File: src/rtl/intra_edge_fetch.sv
// Intra edge builder: fetches the corner, above row and left column for one block
// from the reconstructed-pixel store, then applies edge replication and frame-edge fills.
module intra_edge_fetch #(
  parameter int BIT_DEPTH = 10,
  parameter int MAX_LOG2  = 4,
  parameter int FRAME_W   = 1920,
  parameter int FRAME_H   = 1080,
  parameter int RD_LAT    = 2
) (
  input  logic                                     clk,
  input  logic                                     rst_n,
  input  logic                                     req_valid,
  output logic                                     req_ready,
  input  logic [15:0]                              req_x,
  input  logic [15:0]                              req_y,
  input  logic [3:0]                               req_log2w,
  input  logic [3:0]                               req_log2h,
  input  logic                                     req_have_ar,
  input  logic                                     req_have_bl,
  output logic                                     rd_en,
  output logic [15:0]                              rd_x,
  output logic [15:0]                              rd_y,
  input  logic [BIT_DEPTH-1:0]                     rd_data,
  output logic                                     out_valid,
  input  logic                                     out_ready,
  output logic                                     have_left,
  output logic                                     have_above,
  output logic [BIT_DEPTH-1:0]                     corner,
  output logic [2*(1<<MAX_LOG2)*BIT_DEPTH-1:0]     above_row,
  output logic [2*(1<<MAX_LOG2)*BIT_DEPTH-1:0]     left_col
);

  localparam int EDGE = 2 << MAX_LOG2;
  localparam int IW   = MAX_LOG2 + 1;
  localparam int CW   = MAX_LOG2 + 2;
  localparam logic [BIT_DEPTH-1:0] MID    = {1'b1, {(BIT_DEPTH-1){1'b0}}};
  localparam logic [BIT_DEPTH-1:0] MID_M1 = {1'b0, {(BIT_DEPTH-1){1'b1}}};
  localparam logic [BIT_DEPTH-1:0] MID_P1 = {1'b1, {(BIT_DEPTH-2){1'b0}}, 1'b1};
  localparam logic [16:0] X_MAX    = 17'(FRAME_W - 1);
  localparam logic [16:0] Y_MAX    = 17'(FRAME_H - 1);
  localparam logic [3:0]  LOG2_MAX = 4'(MAX_LOG2);

  typedef enum logic [2:0] {S_IDLE, S_ISSUE, S_DRAIN, S_FILL, S_DONE} state_t;
  typedef enum logic [1:0] {P_CORNER, P_ABOVE, P_LEFT, P_END} part_t;

  state_t               state_q;
  part_t                part_q, tk_q;
  logic [IW-1:0]        idx_q, ti_q;
  logic [15:0]          x_q, y_q, rd_x_q, rd_y_q;
  logic [CW-1:0]        na_q, nl_q;
  logic                 have_l_q, have_a_q, rd_en_q, out_valid_q, req_ready_q;
  logic [RD_LAT:1]      pv_q;
  part_t                pk_q [1:RD_LAT];
  logic [IW-1:0]        pi_q [1:RD_LAT];
  logic [BIT_DEPTH-1:0] corner_q;
  logic [BIT_DEPTH-1:0] above_q [EDGE];
  logic [BIT_DEPTH-1:0] left_q  [EDGE];

  logic [3:0]    lw_d, lh_d;
  logic [CW-1:0] w_d, h_d, na_d, nl_d, na_m1, nl_m1;
  logic          l_d, a_d, pending;
  logic [16:0]   ax_sum, ly_sum;
  logic [15:0]   ax_clamp, ly_clamp;

  always_comb begin
    lw_d     = (req_log2w < 4'd2) ? 4'd2 : ((req_log2w > LOG2_MAX) ? LOG2_MAX : req_log2w);
    lh_d     = (req_log2h < 4'd2) ? 4'd2 : ((req_log2h > LOG2_MAX) ? LOG2_MAX : req_log2h);
    w_d      = CW'(1) << lw_d;
    h_d      = CW'(1) << lh_d;
    l_d      = (req_x != 16'd0);
    a_d      = (req_y != 16'd0);
    na_d     = (a_d && req_have_ar) ? (w_d << 1) : w_d;
    nl_d     = (l_d && req_have_bl) ? (h_d << 1) : h_d;
    na_m1    = na_q - CW'(1);
    nl_m1    = nl_q - CW'(1);
    // 17-bit sums so positions past the frame clamp instead of wrapping
    ax_sum   = {1'b0, x_q} + 17'(idx_q);
    ly_sum   = {1'b0, y_q} + 17'(idx_q);
    ax_clamp = (ax_sum > X_MAX) ? X_MAX[15:0] : ax_sum[15:0];
    ly_clamp = (ly_sum > Y_MAX) ? Y_MAX[15:0] : ly_sum[15:0];
    pending  = rd_en_q;
    for (int s = 1; s < RD_LAT; s++) pending = pending | pv_q[s];
  end

  always_ff @(posedge clk or negedge rst_n) begin
    if (!rst_n) begin
      state_q     <= S_IDLE;
      part_q      <= P_END;
      idx_q       <= '0;
      x_q         <= '0;
      y_q         <= '0;
      na_q        <= '0;
      nl_q        <= '0;
      have_l_q    <= 1'b0;
      have_a_q    <= 1'b0;
      rd_en_q     <= 1'b0;
      rd_x_q      <= '0;
      rd_y_q      <= '0;
      tk_q        <= P_CORNER;
      ti_q        <= '0;
      pv_q        <= '0;
      for (int s = 1; s <= RD_LAT; s++) begin
        pk_q[s] <= P_CORNER;
        pi_q[s] <= '0;
      end
      corner_q    <= '0;
      for (int i = 0; i < EDGE; i++) begin
        above_q[i] <= '0;
        left_q[i]  <= '0;
      end
      out_valid_q <= 1'b0;
      req_ready_q <= 1'b1;
    end else begin
      // Destination tags travel alongside the store latency
      pv_q[1] <= rd_en_q;
      pk_q[1] <= tk_q;
      pi_q[1] <= ti_q;
      for (int s = 2; s <= RD_LAT; s++) begin
        pv_q[s] <= pv_q[s-1];
        pk_q[s] <= pk_q[s-1];
        pi_q[s] <= pi_q[s-1];
      end
      if (pv_q[RD_LAT]) begin
        case (pk_q[RD_LAT])
          P_CORNER: corner_q <= rd_data;
          P_ABOVE:  above_q[pi_q[RD_LAT]] <= rd_data;
          P_LEFT:   left_q[pi_q[RD_LAT]] <= rd_data;
          default:  ;
        endcase
      end
      rd_en_q <= 1'b0;
      case (state_q)
        S_IDLE: begin
          if (req_valid && req_ready_q) begin
            x_q         <= req_x;
            y_q         <= req_y;
            have_l_q    <= l_d;
            have_a_q    <= a_d;
            na_q        <= na_d;
            nl_q        <= nl_d;
            idx_q       <= '0;
            part_q      <= (l_d || a_d) ? P_CORNER : P_END;
            req_ready_q <= 1'b0;
            state_q     <= S_ISSUE;
          end
        end
        S_ISSUE: begin
          case (part_q)
            P_CORNER: begin
              rd_en_q <= 1'b1;
              rd_x_q  <= have_l_q ? x_q - 16'd1 : x_q;
              rd_y_q  <= have_a_q ? y_q - 16'd1 : y_q;
              tk_q    <= P_CORNER;
              ti_q    <= '0;
              idx_q   <= '0;
              part_q  <= have_a_q ? P_ABOVE : (have_l_q ? P_LEFT : P_END);
            end
            P_ABOVE: begin
              rd_en_q <= 1'b1;
              rd_x_q  <= ax_clamp;
              rd_y_q  <= y_q - 16'd1;
              tk_q    <= P_ABOVE;
              ti_q    <= idx_q;
              if (idx_q == na_m1[IW-1:0]) begin
                idx_q  <= '0;
                part_q <= have_l_q ? P_LEFT : P_END;
              end else begin
                idx_q  <= idx_q + IW'(1);
              end
            end
            P_LEFT: begin
              rd_en_q <= 1'b1;
              rd_x_q  <= x_q - 16'd1;
              rd_y_q  <= ly_clamp;
              tk_q    <= P_LEFT;
              ti_q    <= idx_q;
              if (idx_q == nl_m1[IW-1:0]) begin
                idx_q  <= '0;
                part_q <= P_END;
              end else begin
                idx_q  <= idx_q + IW'(1);
              end
            end
            default: state_q <= S_DRAIN;
          endcase
        end
        S_DRAIN: begin
          if (!pending) state_q <= S_FILL;
        end
        S_FILL: begin
          for (int i = 0; i < EDGE; i++) begin
            if (have_a_q) begin
              if (CW'(i) >= na_q) above_q[i] <= above_q[na_m1[IW-1:0]];
            end else if (have_l_q) begin
              above_q[i] <= corner_q;
            end else begin
              above_q[i] <= MID_M1;
            end
            if (have_l_q) begin
              if (CW'(i) >= nl_q) left_q[i] <= left_q[nl_m1[IW-1:0]];
            end else if (have_a_q) begin
              left_q[i] <= corner_q;
            end else begin
              left_q[i] <= MID_P1;
            end
          end
          if (!have_a_q && !have_l_q) corner_q <= MID;
          out_valid_q <= 1'b1;
          state_q     <= S_DONE;
        end
        S_DONE: begin
          if (out_ready) begin
            out_valid_q <= 1'b0;
            req_ready_q <= 1'b1;
            state_q     <= S_IDLE;
          end
        end
        default: state_q <= S_IDLE;
      endcase
    end
  end

  assign req_ready  = req_ready_q;
  assign rd_en      = rd_en_q;
  assign rd_x       = rd_x_q;
  assign rd_y       = rd_y_q;
  assign out_valid  = out_valid_q;
  assign have_left  = have_l_q;
  assign have_above = have_a_q;
  assign corner     = corner_q;

  for (genvar gi = 0; gi < EDGE; gi++) begin : g_pack
    assign above_row[gi*BIT_DEPTH +: BIT_DEPTH] = above_q[gi];
    assign left_col[gi*BIT_DEPTH +: BIT_DEPTH]  = left_q[gi];
  end

endmodule

File: config.mk
export PLATFORM = sky130hd
export DESIGN_NAME = intra_edge_fetch
export DESIGN_NICKNAME = d
export VERILOG_FILES = /design/src/rtl/intra_edge_fetch.sv
export SDC_FILE = /design/constraint.sdc
export NUM_CORES = 2
export LEC_CHECK = 0
export ABC_AREA = 0
export ABC_CLOCK_PERIOD_IN_PS = 4000
export CORE_ASPECT_RATIO = 1.75
export CORE_MARGIN = 3
export CORE_UTILIZATION = 55
export CTS_CLUSTER_SIZE = 20
export DETAILED_ROUTE_END_ITERATION = 8
export PLACE_DENSITY = 0.86
export SLEW_MARGIN = 25
export SYNTH_ARGS = -nofsm -noshare
export SYNTH_HDL_FRONTEND = slang
export SYNTH_SLANG_ARGS = --single-unit
File: constraint.sdc
create_clock -name clk -period 4 [get_ports clk]
set_input_delay 0.4 -clock clk [delete_from_list [all_inputs] [get_ports clk]]
set_output_delay 0.4 -clock clk [all_outputs]
set_load 0.005 [all_outputs]
==> results.cfg <==
[floorplan]
num_io_pins = 743
core-area_mm2 = 0.08098
die_area_mm2 = 0.08556
die_x_um = 222.4
initial_core_util = 0.5566
rows = 138
die_y_um = 384.7

[route]
wl_per_cell_um = 39.33
drt_iter0_markers = 9128
ant_nets = 0
post-route-drc-count = 17
vias = 46700
via_per_inst = 7.933
first_pass_iters = 9
routed_wl_mm = 231.5

[placed_design]
placed_cells = 5746
place.gp.congestion = 1.069
pre_cts_slack_ps = 459.0
io_buffers = 742
place_hpwl_mm = 160.2

[setup_path]
cp-start-kind = flop
crit_path_end_kind = flop
r2r_slack_ps = 210
crit_path_cell_trace = inv_1, ha_4, buf_12, buf_4, mux4_2, mux4_2, mux2i_2, buf_4, o221ai_1
r2r_start = nl_q[1]
r2r_end = left_col[84]
rr_worst_depth = 9
path_max_fanout = 21
critical_path_arrival_ps = 4300
crit_slowest_cell = mux2i_2
critPathKind = flop to flop
worstPathRequired_ps = 4510
slowest_delay_ps = 560

[pwr]
finalPower_mw = 15.58
ir_drop_mv = 0.3102
p_leak_nw = 21.00
power_density_mw_per_mm2 = 274.3

[flow_run]
drv_cap = 0

[synth]
synth_top_area_share = 0.4225
ys_top_cells_by_area = dfrtp_1, mux2i_1, mux4_2
synth_flop_cell = dfrtp_1
ys_seq_area_frac = 0.4242
synth_nets = 4192
ys_async_sr_fraction = 1.000
synth.distinct_cells = 77
synth_area_leader_cell = dfrtp_1
synth.ff_latch_count = 764
synth_edf_count = 0
syn_area_mm2 = 0.04507
yosysWarnings = 0
syn_area_per_cell_um2 = 10.96
netlist_instances = 4111

[cells_and_area]
instances_no_fill = 5887
n_fill_cell = 5813
final_util = 0.7012
multi_input_area_mm2 = 0.02436
areaGrowthSynthToFinish_pct = 25.97
layout.area.seq_mm2 = 0.01913
final_nets = 4854
drive_above_1_share = 0.1459

[timing]
finalWorstSetupSlack_ps = 209.0
setup_viol = 0
fin_skew_ps = 45.43
worstMarginPinSlew_ps = 1168
final-hold-violation-count = 0
slew_headroom = 0.2215
fin_setup_tns_ps = 0
rsz0062_at_grt = false
fin_crit_sh = 0.9477
fmax_ghz = 0.2638
period_minus_slack_ps = 3791
slew_violations = 0

[global_routing]
grt_use_total = 0.5275
grt_overflow = 0
antenna_found_initial = 16
grt_pass1_vias = 45650
grt_pass1_wl_mm = 330.0
grt_max_degree = 108

[clocking]
cts_root_buf = clkbuf_16
cts_tree = yes
numCtsBuffers = 73
clock_sinks = 764
clk_pin_slew_ps = 70
cts_buffer_depth = 3
clock_latency_ps = 710
post-cts-setup-buffers = 0
htreeDepth = 3

[worst_hold_path]
hold_class = primary input to flop
min_from = rd_data[8]
min_delay_path_depth = 5
holdPathEnd = left_col[158]

[run_status]
violations = design-rule violations
status = complete, but fails checks
## cells in the final DEF, fill, tap and decap left out, types with 16 or more instances in the layout
| cell | n |
|---|---|
| a21oi_1 | 215 |
| a221oi_1 | 24 |
| a31oi_1 | 34 |
| buf_12 | 21 |
| buf_4 | 211 |
| clkbuf_16 | 76 |
| clkdlybuf4s50_1 | 731 |
| clkinv_2 | 18 |
| dfrtp_1 | 757 |
| ha_1 | 21 |
| inv_1 | 37 |
| mux2_2 | 36 |
| mux2i_1 | 642 |
| mux2i_2 | 17 |
| mux4_2 | 200 |
| nand2_1 | 261 |
| nand2b_1 | 18 |
| nand3_1 | 37 |
| nor2_1 | 292 |
| nor2_2 | 24 |
| nor3_1 | 21 |
| nor3b_2 | 20 |
| o21a_1 | 23 |
| o21ai_0 | 241 |
| o21ai_1 | 22 |
| o221ai_1 | 499 |
| o31ai_1 | 23 |
| xnor2_1 | 22 |
| xor2_1 | 16 |
## through the flow
stage / hold slack [ps] / instance area (um^2)
final: 117.2 / 56780
after global routing: 161.7 / 56770
after CTS: 117.5 / 56720
after detailed placement: 336.2 / 54280
after global placement: 333.4 / 54270
after floorplan: 104.4 / 45070
## how the worst max path moves through the flow
| stage | startpoint | endpoint | slack, ps | cells past startpoint |
|---|---|---|---|---|
| 2_1_floorplan | na_q[0] | above_row[38] | 650 | 12 |
| 4_1_cts | nl_q[0] | left_col[84] | 410 | 7 |
| 5_1_grt | nl_q[1] | left_col[198] | 230 | 9 |
| 3_5_place_dp | nl_q[0] | left_col[298] | 460 | 8 |
| 3_3_place_gp | nl_q[0] | left_col[144] | 520 | 7 |
| 6_report | nl_q[1] | left_col[84] | 210 | 9 |
## metal layers
layer,GRT usage,share of wire,up-vias
met3,0.2410,0.17,1772
met5,0.008065,0.00078,-
met2,0.7774,0.42,5333
li1,-,-,17330
met1,0.5634,0.28,22250
met4,0.4798,0.13,18
## report_power, final
part | internal (mW) | switching, mW | leakage, nW
clock | 4.04 | 3.36 | 1.21
sequential | 7.72 | 0 | 7.26
combinational | 0.0988 | 0.359 | 12.5
total | 11.9 | 3.72 | 21.0
## cells in the mapped netlist (all sizes together) (18+ instances only)
library cell	number
a21oi	216
a221oi	24
a31oi	34
buf	112
clkbuf	275
dfrtp	761
ha	23
inv	37
mux2	36
mux2i	662
mux4	200
nand2	265
nand2b	18
nand3	37
nor2	320
nor3	22
nor3b	30
o21a	23
o21ai	266
o221ai	499
o31ai	25
xnor2	28
## final cells by class
| type | count | area share |
|---|---|---|
| timing repair buffer | 974 | 0.1654 |
| clock inverter | 27 | 0.004584 |
| clock buffer | 106 | 0.03812 |
| antenna | 6 | 0.0002644 |
| sequential | 764 | 0.3370 |
| tap | 1050 | 0.02314 |
| multi-input combinational | 2921 | 0.4290 |
| inverter | 39 | 0.002578 |
## cell families (layout without fill, tap and decap cells)
group / count (synthesis) / count (layout) / synth area share
compound gates: 1160 / 1160 / 0.1806
xor+xnor: 47 / 47 / 0.01038
fa+ha+maj: 25 / 25 / 0.007273
buf+inv: 426 / 1146 / 0.04031
flops: 764 / 764 / 0.4242
mux: 898 / 898 / 0.2559
other cells: 0 / 6 / 0
simple gates: 791 / 791 / 0.08125
## worst max-delay path: cells and delay by family (launching register included)
kind,cells,cell delay [ps]
AO/OA/AOI/OAI,1,190
adder cells (fa/ha/maj),1,510
buffers and inverters,4,960
flip-flops,1,490
multiplexers,3,1410
## registers in the layout, summed over array words and instances (netlist names), 4 cells and up
name / cells
x_q: 16
idx_q: 5
corner: 10
left_col: 320
pi_q: 10
na_q: 6
ti_q: 5
pk_q: 4
y_q: 16
rd_x: 16
rd_y: 16
nl_q: 6
above_row: 320
## what timing repair did
| item | 4_1_cts | 5_1_grt |
|---|---|---|
| endpoints found under the setup margin | 0 | 0 |
| hold buffers | 1 | 0 |
| resized for setup | 0 | 0 |
| hold endpoints to repair | 68 | 0 |
Note: power is estimated with default switching activity, not from simulation.
